$ cat config.mk
export PLATFORM = sky130hd
export DESIGN_NAME = mem_access_unit
export DESIGN_NICKNAME = d
export VERILOG_FILES = /design/src/rtl/mem_access_unit_pkg.sv /design/src/rtl/mem_access_unit_load_extend.sv /design/src/rtl/mem_access_unit.sv
export SDC_FILE = /design/constraint.sdc
export NUM_CORES = 1
export LEC_CHECK = 0
export ABC_CLOCK_PERIOD_IN_PS = 3000
export CORE_MARGIN = 2
export CORE_UTILIZATION = 50
export CTS_BUF_LIST = sky130_fd_sc_hd__clkbuf_8 sky130_fd_sc_hd__clkbuf_16
export CTS_CLUSTER_SIZE = 20
export DETAILED_ROUTE_END_ITERATION = 10
export HOLD_SLACK_MARGIN = 0.02
export PLACE_DENSITY = 0.79
export SETUP_SLACK_MARGIN = 0.02
export SLEW_MARGIN = 0
export SYNTH_ARGS = -nofsm -noshare
export SYNTH_HDL_FRONTEND = slang
export SYNTH_SLANG_ARGS = --single-unit
$ cat constraint.sdc
create_clock -name clk -period 3 [get_ports clk]
set_input_delay 0.3 -clock clk [delete_from_list [all_inputs] [get_ports clk]]
set_output_delay 0.3 -clock clk [all_outputs]
set_load 0.01 [all_outputs]
$ cat src/rtl/mem_access_unit_pkg.sv
// Shared constants for the memory stage: status codes, load/store opcodes,
// access width codes and FSM state encoding.
package mem_access_unit_pkg;

    // Execute-stage status codes
    localparam logic [2:0] ST_NONE   = 3'b000;
    localparam logic [2:0] ST_REG    = 3'b001;
    localparam logic [2:0] ST_STORE  = 3'b010;
    localparam logic [2:0] ST_LOAD   = 3'b011;
    localparam logic [2:0] ST_BRANCH = 3'b100;
    localparam logic [2:0] ST_JAL    = 3'b101;

    // Memory opcodes
    localparam logic [5:0] OP_LB  = 6'h20;
    localparam logic [5:0] OP_LH  = 6'h21;
    localparam logic [5:0] OP_LW  = 6'h23;
    localparam logic [5:0] OP_LBU = 6'h24;
    localparam logic [5:0] OP_LHU = 6'h25;
    localparam logic [5:0] OP_SB  = 6'h28;
    localparam logic [5:0] OP_SH  = 6'h29;
    localparam logic [5:0] OP_SW  = 6'h2B;

    // Width codes hold the index of the last byte (N-1), which is what the
    // byte counter is compared against.
    localparam logic [1:0] W_BYTE = 2'd0;
    localparam logic [1:0] W_HALF = 2'd1;
    localparam logic [1:0] W_WORD = 2'd3;

    typedef enum logic [1:0] {
        S_IDLE   = 2'd0,
        S_ACCESS = 2'd1,
        S_LAST   = 2'd2
    } state_e;

    // Unknown opcodes under a memory status fall back to a full word.
    function automatic logic [1:0] width_code(input logic [5:0] op);
        case (op)
            OP_LB, OP_LBU, OP_SB: width_code = W_BYTE;
            OP_LH, OP_LHU, OP_SH: width_code = W_HALF;
            default:              width_code = W_WORD;
        endcase
    endfunction

endpackage

$ cat src/rtl/mem_access_unit_load_extend.sv
// Sign/zero extension of assembled load lanes according to the load opcode.
module load_extend
    import mem_access_unit_pkg::*;
(
    input  logic [5:0]  op,
    input  logic [31:0] raw,
    output logic [31:0] word
);

    // Select extension by opcode; words and unknown ops pass through raw
    always_comb begin
        case (op)
            OP_LB:   word = {{24{raw[7]}}, raw[7:0]};
            OP_LBU:  word = {24'd0, raw[7:0]};
            OP_LH:   word = {{16{raw[15]}}, raw[15:0]};
            OP_LHU:  word = {16'd0, raw[15:0]};
            default: word = raw;
        endcase
    end

endmodule

$ cat src/rtl/mem_access_unit.sv
// Memory stage: byte-serial loads/stores over the RAM port with a pipeline
// stall, and one-cycle forwarding of register-writing results to writeback.
module mem_access_unit
    import mem_access_unit_pkg::*;
#(
    parameter int ADDR_W = 32
) (
    input  logic              clk,
    input  logic              rst,
    input  logic              in_valid,
    input  logic [2:0]        status_in,
    input  logic [5:0]        op_in,
    input  logic [ADDR_W-1:0] mem_address_in,
    input  logic [31:0]       target_data_in,
    input  logic [4:0]        reg_address_in,
    input  logic [7:0]        ram_din,
    output logic [7:0]        ram_dout,
    output logic [ADDR_W-1:0] ram_addr,
    output logic              ram_wr,
    output logic              stall_req,
    output logic              wb_en,
    output logic [4:0]        wb_reg_address,
    output logic [31:0]       wb_data
);

    state_e            state;
    logic [1:0]        k;
    logic [1:0]        last_q;
    logic              is_load_q;
    logic [ADDR_W-1:0] addr_q;
    logic [3:0][7:0]   data_q;
    logic [3:0][7:0]   lanes;
    logic [5:0]        op_q;
    logic [4:0]        rd_q;
    logic [3:0][7:0]   raw;
    logic [31:0]       ext_word;
    logic              mem_req;
    logic              reg_req;

    assign mem_req   = in_valid && (status_in == ST_STORE || status_in == ST_LOAD);
    assign reg_req   = in_valid && (status_in == ST_REG || status_in == ST_JAL);
    assign stall_req = (state != S_IDLE) || mem_req;

    // RAM port is driven only during ACCESS; ram_wr falls with async reset
    always_comb begin
        ram_wr   = 1'b0;
        ram_addr = '0;
        ram_dout = '0;
        if (state == S_ACCESS) begin
            ram_addr = addr_q + ADDR_W'(k);
            if (!is_load_q) begin
                ram_wr   = 1'b1;
                ram_dout = data_q[k];
            end
        end
    end

    // Final byte arrives in LAST straight from ram_din, merged over the lanes
    always_comb begin
        raw         = lanes;
        raw[last_q] = ram_din;
    end

    load_extend u_ext (
        .op   (op_q),
        .raw  (raw),
        .word (ext_word)
    );

    // Access FSM, byte counter, lane capture and registered writeback
    always_ff @(posedge clk or negedge rst) begin
        if (!rst) begin
            state          <= S_IDLE;
            k              <= '0;
            last_q         <= '0;
            is_load_q      <= 1'b0;
            addr_q         <= '0;
            data_q         <= '0;
            lanes          <= '0;
            op_q           <= '0;
            rd_q           <= '0;
            wb_en          <= 1'b0;
            wb_reg_address <= '0;
            wb_data        <= '0;
        end else begin
            wb_en <= 1'b0;
            case (state)
                S_IDLE: begin
                    if (mem_req) begin
                        addr_q    <= mem_address_in;
                        data_q    <= target_data_in;
                        op_q      <= op_in;
                        rd_q      <= reg_address_in;
                        last_q    <= width_code(op_in);
                        is_load_q <= (status_in == ST_LOAD);
                        k         <= '0;
                        lanes     <= '0;
                        state     <= S_ACCESS;
                    end else if (reg_req) begin
                        wb_en          <= (reg_address_in != 5'd0);
                        wb_reg_address <= reg_address_in;
                        wb_data        <= target_data_in;
                    end
                end
                S_ACCESS: begin
                    // ram_din now holds the byte addressed in the previous cycle
                    if (is_load_q && k != 2'd0)
                        lanes[k - 2'd1] <= ram_din;
                    if (k == last_q) begin
                        k     <= '0;
                        state <= is_load_q ? S_LAST : S_IDLE;
                    end else begin
                        k <= k + 2'd1;
                    end
                end
                S_LAST: begin
                    wb_data        <= ext_word;
                    wb_en          <= (rd_q != 5'd0);
                    wb_reg_address <= rd_q;
                    state          <= S_IDLE;
                end
                default: state <= S_IDLE;
            endcase
        end
    end

endmodule

==> metrics.cfg, run 1 <==
[synth]
syn_area_mm2=0.007747
yosys.cell_count.top_type=nand2_1
yosysWarnings=0
syn_inst=854
ys_seq_area_share_pct=49.10
yosysTopAreaCellShare_pct=49.10
synth_area_leaders=dfrtp_1 (49%), nand2_1 (12%), a21oi_1 (3.1%), a22o_1 (2.7%), nor2_1 (2.7%)
ys_ff_latch=152
synthArstFlopShare_pct=100.0
synth_nets=950
synth_flop_cell=dfrtp_1
ys_top_cells_by_count=nand2_1 (249), dfrtp_1 (152), nor2_1 (55)
synth-edff-count=0
synth_top_cell_by_area=dfrtp_1
synth_cell_types=50
synth_area_per_cell_um2=9.072

[sta]
max_freq_mhz=337.1
setup_ws_ns=0.03327
finalCriticalPeriod_ns=2.967
timing_hold_violations_final=0
period_share_pct=98.89
final.setup.tns_ns=0
skew_ns=0.005388
slew_headroom_pct=22.56
drv_slew=0
tightest_slew_ns=1.152
whs_ns=0.3995
setup_viol=0

[routing]
first_pass_iters=5
drc=0
vias=7209
totalWireLength_um=23970
drt_iter0_drc=590
viasPerCell=5.895
ant_nets=0
wl_per_cell_um=19.60

[critical_path]
path_cells=ha_4, a21oi_2, buf_4, nor4_1, xnor2_1, nor2_1, clkdlybuf4s50_1
slowest_delay_ns=0.55
rrSetupSlack_ns=0.68
crit_buf_inv=2
critPathCaptureType=output port
critPathMaxFanout=5
crit_family=buffers and inverters
crit_path_start_kind=flip-flop
cp.required_ns=2.70
path_class=reg -> out
cpMaxStageDelayCell=clkdlybuf4s50_1
cp.arrival_ns=2.67

[placement]
pre_cts_ws_ns=0.04522
gp_congestion=0.8778
dpl.hpwl_um=16030
portBuffers=168

[finish]
drive_gt1_share_pct=13.25
multi_input_area_mm2=0.003799
regArea_mm2=0.003806
nets=1117
synthToLayoutAreaGrowth_pct=35.09
filler_cell_count=1132

[clock_network]
numCtsBuffers=17
clock_path_buffers=2
cts_max_level=4
insertion_delay_ns=0.43
cts.sinks=152
clk_pin_slew_ns=0.06
clock-root-buffer=clkbuf_16
tritoncts=built

[die]
chipHeight_um=128.5
placeableCoreArea_mm2=0.01515
rows=45
initial_core_util_pct=51.15
die_area_mm2=0.01651
pin_count=169
die_w_um=128.5

[run_status]
status=finished clean

[pwr]
internal_power_mw=6.283
clkPwrFrac_pct=24.3
p_leak_nw=4.714
combPwrFrac_pct=38.4
switchingPower_mw=3.420
swShare_pct=35.24
seq_power_share_pct=37.3
powerDensity_mw_per_mm2=927.0
power_mw=9.702
vdd_ir_drop_max_mv=0.5588

[global_routing]
grt_max_degree=87
antenna_found_initial=1
overflow=0
track_usage_pct=29.30
grt_pass1_vias=7105
grt_pass1_wl_um=37300

[min_path]
min_path_type=in -> reg

[flow_run]
cap_viol_max_count=0

layout by cell type, fill, tap and decap left out, types with 5 or more instances in the layout:
cell type          n
a211oi_1          21
a211oi_2          10
a21o_1             8
a21oi_1           44
a22o_1            24
a31oi_1            5
and2_1            32
and4_1             5
buf_2             11
buf_4             29
bufinv_16          5
clkbuf_16         17
clkdlybuf4s50_1  148
dfrtp_1          150
inv_1             10
mux2_2            16
mux2i_1            8
mux4_2             8
nand2_1          249
nand3_1           11
nand4_1            5
nor2_1            55
nor3_1            20
o21ai_0           11
o22ai_1           13
o31ai_1           16
or4_1             12
xnor2_1            8
xor2_1             5
worst min-delay path: cells and delay by family:
family,cells,cell delay [ns]
buffers and inverters,1,0.40
and+or+nand+nor,2,0.10
power groups by stage:
| stage | combinational, mW | sequential, mW | clock, mW |
|---|---|---|---|
| 2_1_floorplan | 1.96 | 3.51 | 0 |
| 3_3_place_gp | 3.55 | 3.55 | 0 |
| 3_5_place_dp | 3.66 | 3.59 | 0 |
| 4_1_cts | 3.65 | 3.57 | 2.38 |
| 5_1_grt | 4.06 | 3.73 | 2.48 |
| 6_report | 3.73 | 3.61 | 2.36 |
sequential cells by signal, indices dropped and copies added (netlist names):
register,cells
is_load_q,1
wb_data,32
data_q,32
op_q,6
k,2
addr_q,32
last_q,2
wb_en,1
wb_reg_address,5
rd_q,5
state,2
lanes,32
metrics by stage:
stage | cells | cell area, µm² | utilization, %
after floorplan | 854 | 7747 | -
after global placement | 1179 | 9698 | 64.03
after detailed placement | 1179 | 9698 | 64.03
after CTS | 1216 | 10360 | 68.42
after global routing | 1223 | 10470 | 69.10
final | 1223 | 10470 | 69.10
cells by family after synthesis:
logic type	count (synthesis)	share of synthesized area (%)
AOI/OAI and AO/OA	164	14.81
buffers and inverters	65	3.311
DFF	152	49.10
xor gates and xnor gates	13	1.470
muxes	32	5.685
adders and majority gates	7	1.227
and+or+nand+nor	421	24.40
layout make-up:
| type | instances | area share, % |
|---|---|---|
| Inverter | 8 | 0.2869 |
| Timing Repair Buffer | 204 | 18.63 |
| Sequential cell | 152 | 36.37 |
| Clock buffer | 18 | 4.196 |
| Clock inverter | 14 | 1.961 |
| Tap cell | 188 | 2.247 |
| Antenna cell | 1 | 0.02391 |
| Multi-Input combinational cell | 638 | 36.29 |
repair_timing:
item                                   CTS  global route
endpoints found under the hold margin   84             0
buffers inserted                         2             6
cloned                                   2             0
setup endpoints to repair               19            22
hold buffers                             1             0
pin swaps                                2             5
resized for setup                       55            23
per-layer routing:
layer	GRT usage (%)	vias up	wire [µm]	part of all wire (%)
li1	-	3292	-	-
met1	39.38	3553	9845	41
met2	45.96	307	11480	48
met3	5.738	57	1742	7.3
met4	14.03	0	904	3.8
met5	0	-	0	0
final timing paths:
check / startpoint / end / cells past startpoint
hold / removal: mem_address_in[28] / addr_q[28] / 3
min in group asynchronous: rst / op_q[4] / 2
hold reg to reg: op_q[5] / op_q[5] / 2
max in group asynchronous: rst / data_q[27] / 3
setup reg to reg: op_q[1] / wb_data[15] / 3
setup / recovery: k[1] / ram_addr[9] / 7
No activity file was read; power rests on OpenSTA's default activity.
==> run 2, diff against run 1 <==
--- a/config.mk
+++ b/config.mk
@@ -6,13 +6,15 @@
 export NUM_CORES = 1
 export LEC_CHECK = 0
 export ABC_CLOCK_PERIOD_IN_PS = 3000
+export CELL_PAD_IN_SITES_DETAIL_PLACEMENT = 1
+export CELL_PAD_IN_SITES_GLOBAL_PLACEMENT = 1
 export CORE_MARGIN = 2
-export CORE_UTILIZATION = 50
+export CORE_UTILIZATION = 38
 export CTS_BUF_LIST = sky130_fd_sc_hd__clkbuf_8 sky130_fd_sc_hd__clkbuf_16
 export CTS_CLUSTER_SIZE = 20
 export DETAILED_ROUTE_END_ITERATION = 10
 export HOLD_SLACK_MARGIN = 0.02
-export PLACE_DENSITY = 0.79
+export PLACE_DENSITY = 0.85
 export SETUP_SLACK_MARGIN = 0.02
 export SLEW_MARGIN = 0
 export SYNTH_ARGS = -nofsm -noshare
==> run 2 against run 1 <==
  * The run now ends with negative setup slack left
  * Largest cell class unchanged
  * Fmax fell by 2.8%
  * Sequential cell count unchanged
  * Combinational power increased by 1%
  * Utilization down 17 points
  * Largest power group unchanged
==> metrics.cfg, run 2 (synthesis results as in run 1) <==
[run_status]
status=complete, but fails checks
violations=negative setup slack

[routing]
viasPerCell=5.547  ; -5.9%
totalWireLength_um=26680  ; +11%
wl_per_cell_um=20.50  ; +4.6%
ant_nets=0  ; unchanged
drt_iter0_drc=378  ; -36%
drc=0  ; unchanged
vias=7216  ; +0.097%
first_pass_iters=4  ; -1

[clock_network]
clk_pin_slew_ns=0.06  ; about the same
tritoncts=built
cts.sinks=152  ; unchanged
cts_max_level=4  ; unchanged
clock-root-buffer=clkbuf_16
insertion_delay_ns=0.42  ; about the same
clock_path_buffers=2  ; unchanged
numCtsBuffers=17  ; unchanged

[critical_path]
cp.arrival_ns=2.75  ; +0.08 ns
critPathCaptureType=output port
r2r_cells=3  ; unchanged
rrSetupSlack_ns=0.67  ; about the same
path_class=reg -> out
r2r-end=wb_data[10]
critPathMaxFanout=6  ; +1
cp-endpoint=ram_addr[20]
reg2reg_from=op_q[1]
cp.required_ns=2.70  ; about the same
crit_path_start_kind=flip-flop
crit_start=addr_q[0]

[global_routing]
track_usage_pct=24.79  ; -4.5 points
overflow=0  ; unchanged
grt_max_degree=86  ; -1.1%
antenna_found_initial=2  ; +1
grt_pass1_wl_um=41880  ; +12%
grt_pass1_vias=7740  ; +8.9%

[sta]
finalCriticalPeriod_ns=3.053  ; +0.08587 ns
max_freq_mhz=327.6  ; -2.8%
setup_viol=3  ; +3
skew_ns=0.008964  ; +0.003577 ns
timing_hold_violations_final=0  ; unchanged
whs_ns=0.4037  ; +0.004245 ns
slew_headroom_pct=27.52  ; +5.0 points
period_share_pct=101.8  ; +2.9 points
tightest_slew_ns=1.078  ; -0.07376 ns
setup_ws_ns=-0.05260  ; -0.08587 ns
drv_slew=0  ; unchanged
grt_setup_unrepaired=true

[die]
die_area_mm2=0.02155  ; +31%
initial_core_util_pct=38.54  ; -13 points
chipHeight_um=146.8  ; +14%
placeableCoreArea_mm2=0.02010  ; +33%
pin_count=169  ; unchanged
die_w_um=146.8  ; +14%
rows=52  ; +16%

[finish]
layout_commonest_cell=nand2_1
drive_gt1_share_pct=12.42  ; -0.83 points
final_cell_mix=nand2_1 (249), dfrtp_1 (152), clkdlybuf4s50_1 (148)
antennaDiodeCount=0  ; -1
nets=1114  ; -0.27%
synthToLayoutAreaGrowth_pct=35.27

[flow_run]
cap_viol_max_count=0  ; unchanged

[placement]
portBuffers=168  ; unchanged
dpl.hpwl_um=18310  ; +14%
pre_cts_ws_ns=-0.02060  ; -0.06582 ns
gp_congestion=0.8379  ; -4.5%

[pwr]
p_leak_nw=4.704  ; -0.22%
vdd_ir_drop_max_mv=0.4467  ; -20%
powerDensity_mw_per_mm2=925.9  ; -0.12%

[min_path]
min_path_type=in -> reg

## run 2: through the flow
stage	instances	total power [mW]	utilization, %	setup TNS [ns]	instance area, µm²
after floorplan	854	5.475	-	0	7747
after global placement	1260	7.193	48.59	0	9768
after detailed placement	1260	7.368	48.59	-0.02060	9768
after CTS	1296	9.680	51.75	-0.02551	10400
after global routing	1301	10.27	52.13	-0.3548	10480
final	1301	9.704	52.13	-0.1307	10480
## run 2: where the power goes
group          internal, mW  switching, mW
logic                  1.88           1.89
registers              2.90          0.754
clock network          1.41          0.876
total                  6.18           3.52
## run 2: metal layers
layer | vias up | routed length, µm | global-route usage (%)
li1 | 3285 | - | -
met1 | 3624 | 11330 | 31.41
met2 | 248 | 12930 | 42.37
met3 | 55 | 1605 | 5.093
met4 | 4 | 792 | 8.592
met5 | - | 22 | 0
## run 2: layout make-up
cell class | instances | area [µm²]
clock inverter | 14 | 182.7
tap | 270 | 337.8
timing repair buffer | 202 | 1914
sequential | 152 | 3804
clock buffer | 18 | 439.2
inverter | 8 | 30.03
fill | 2286 | 9624
multi-input combinational | 637 | 3772
## run 2: worst max-delay path, cell delays in order, from the launching register on
cell	delay, ns
dfrtp_1	0.37
ha_2	0.22
fa_2	0.22
nand4_2	0.10
or3_4	0.45
or4_1	0.54
a21oi_2	0.17
clkdlybuf4s15_2	0.25
## run 2: worst min path at each step
stage | startpoint | endpoint | cells past startpoint
2_1_floorplan | rst | addr_q[0] | 0
3_3_place_gp | rst | op_q[1] | 1
3_5_place_dp | rst | op_q[1] | 1
4_1_cts | mem_address_in[13] | addr_q[13] | 3
5_1_grt | mem_address_in[7] | addr_q[7] | 3
6_report | mem_address_in[21] | addr_q[21] | 3
## run 2: what timing repair did
item	CTS	global route
hold buffers	1	0
pin swaps	1	3
gates cloned	1	0
gates resized for setup	57	20
setup buffers	2	5
endpoints found under the setup margin	19	24
endpoints found under the hold margin	83	0
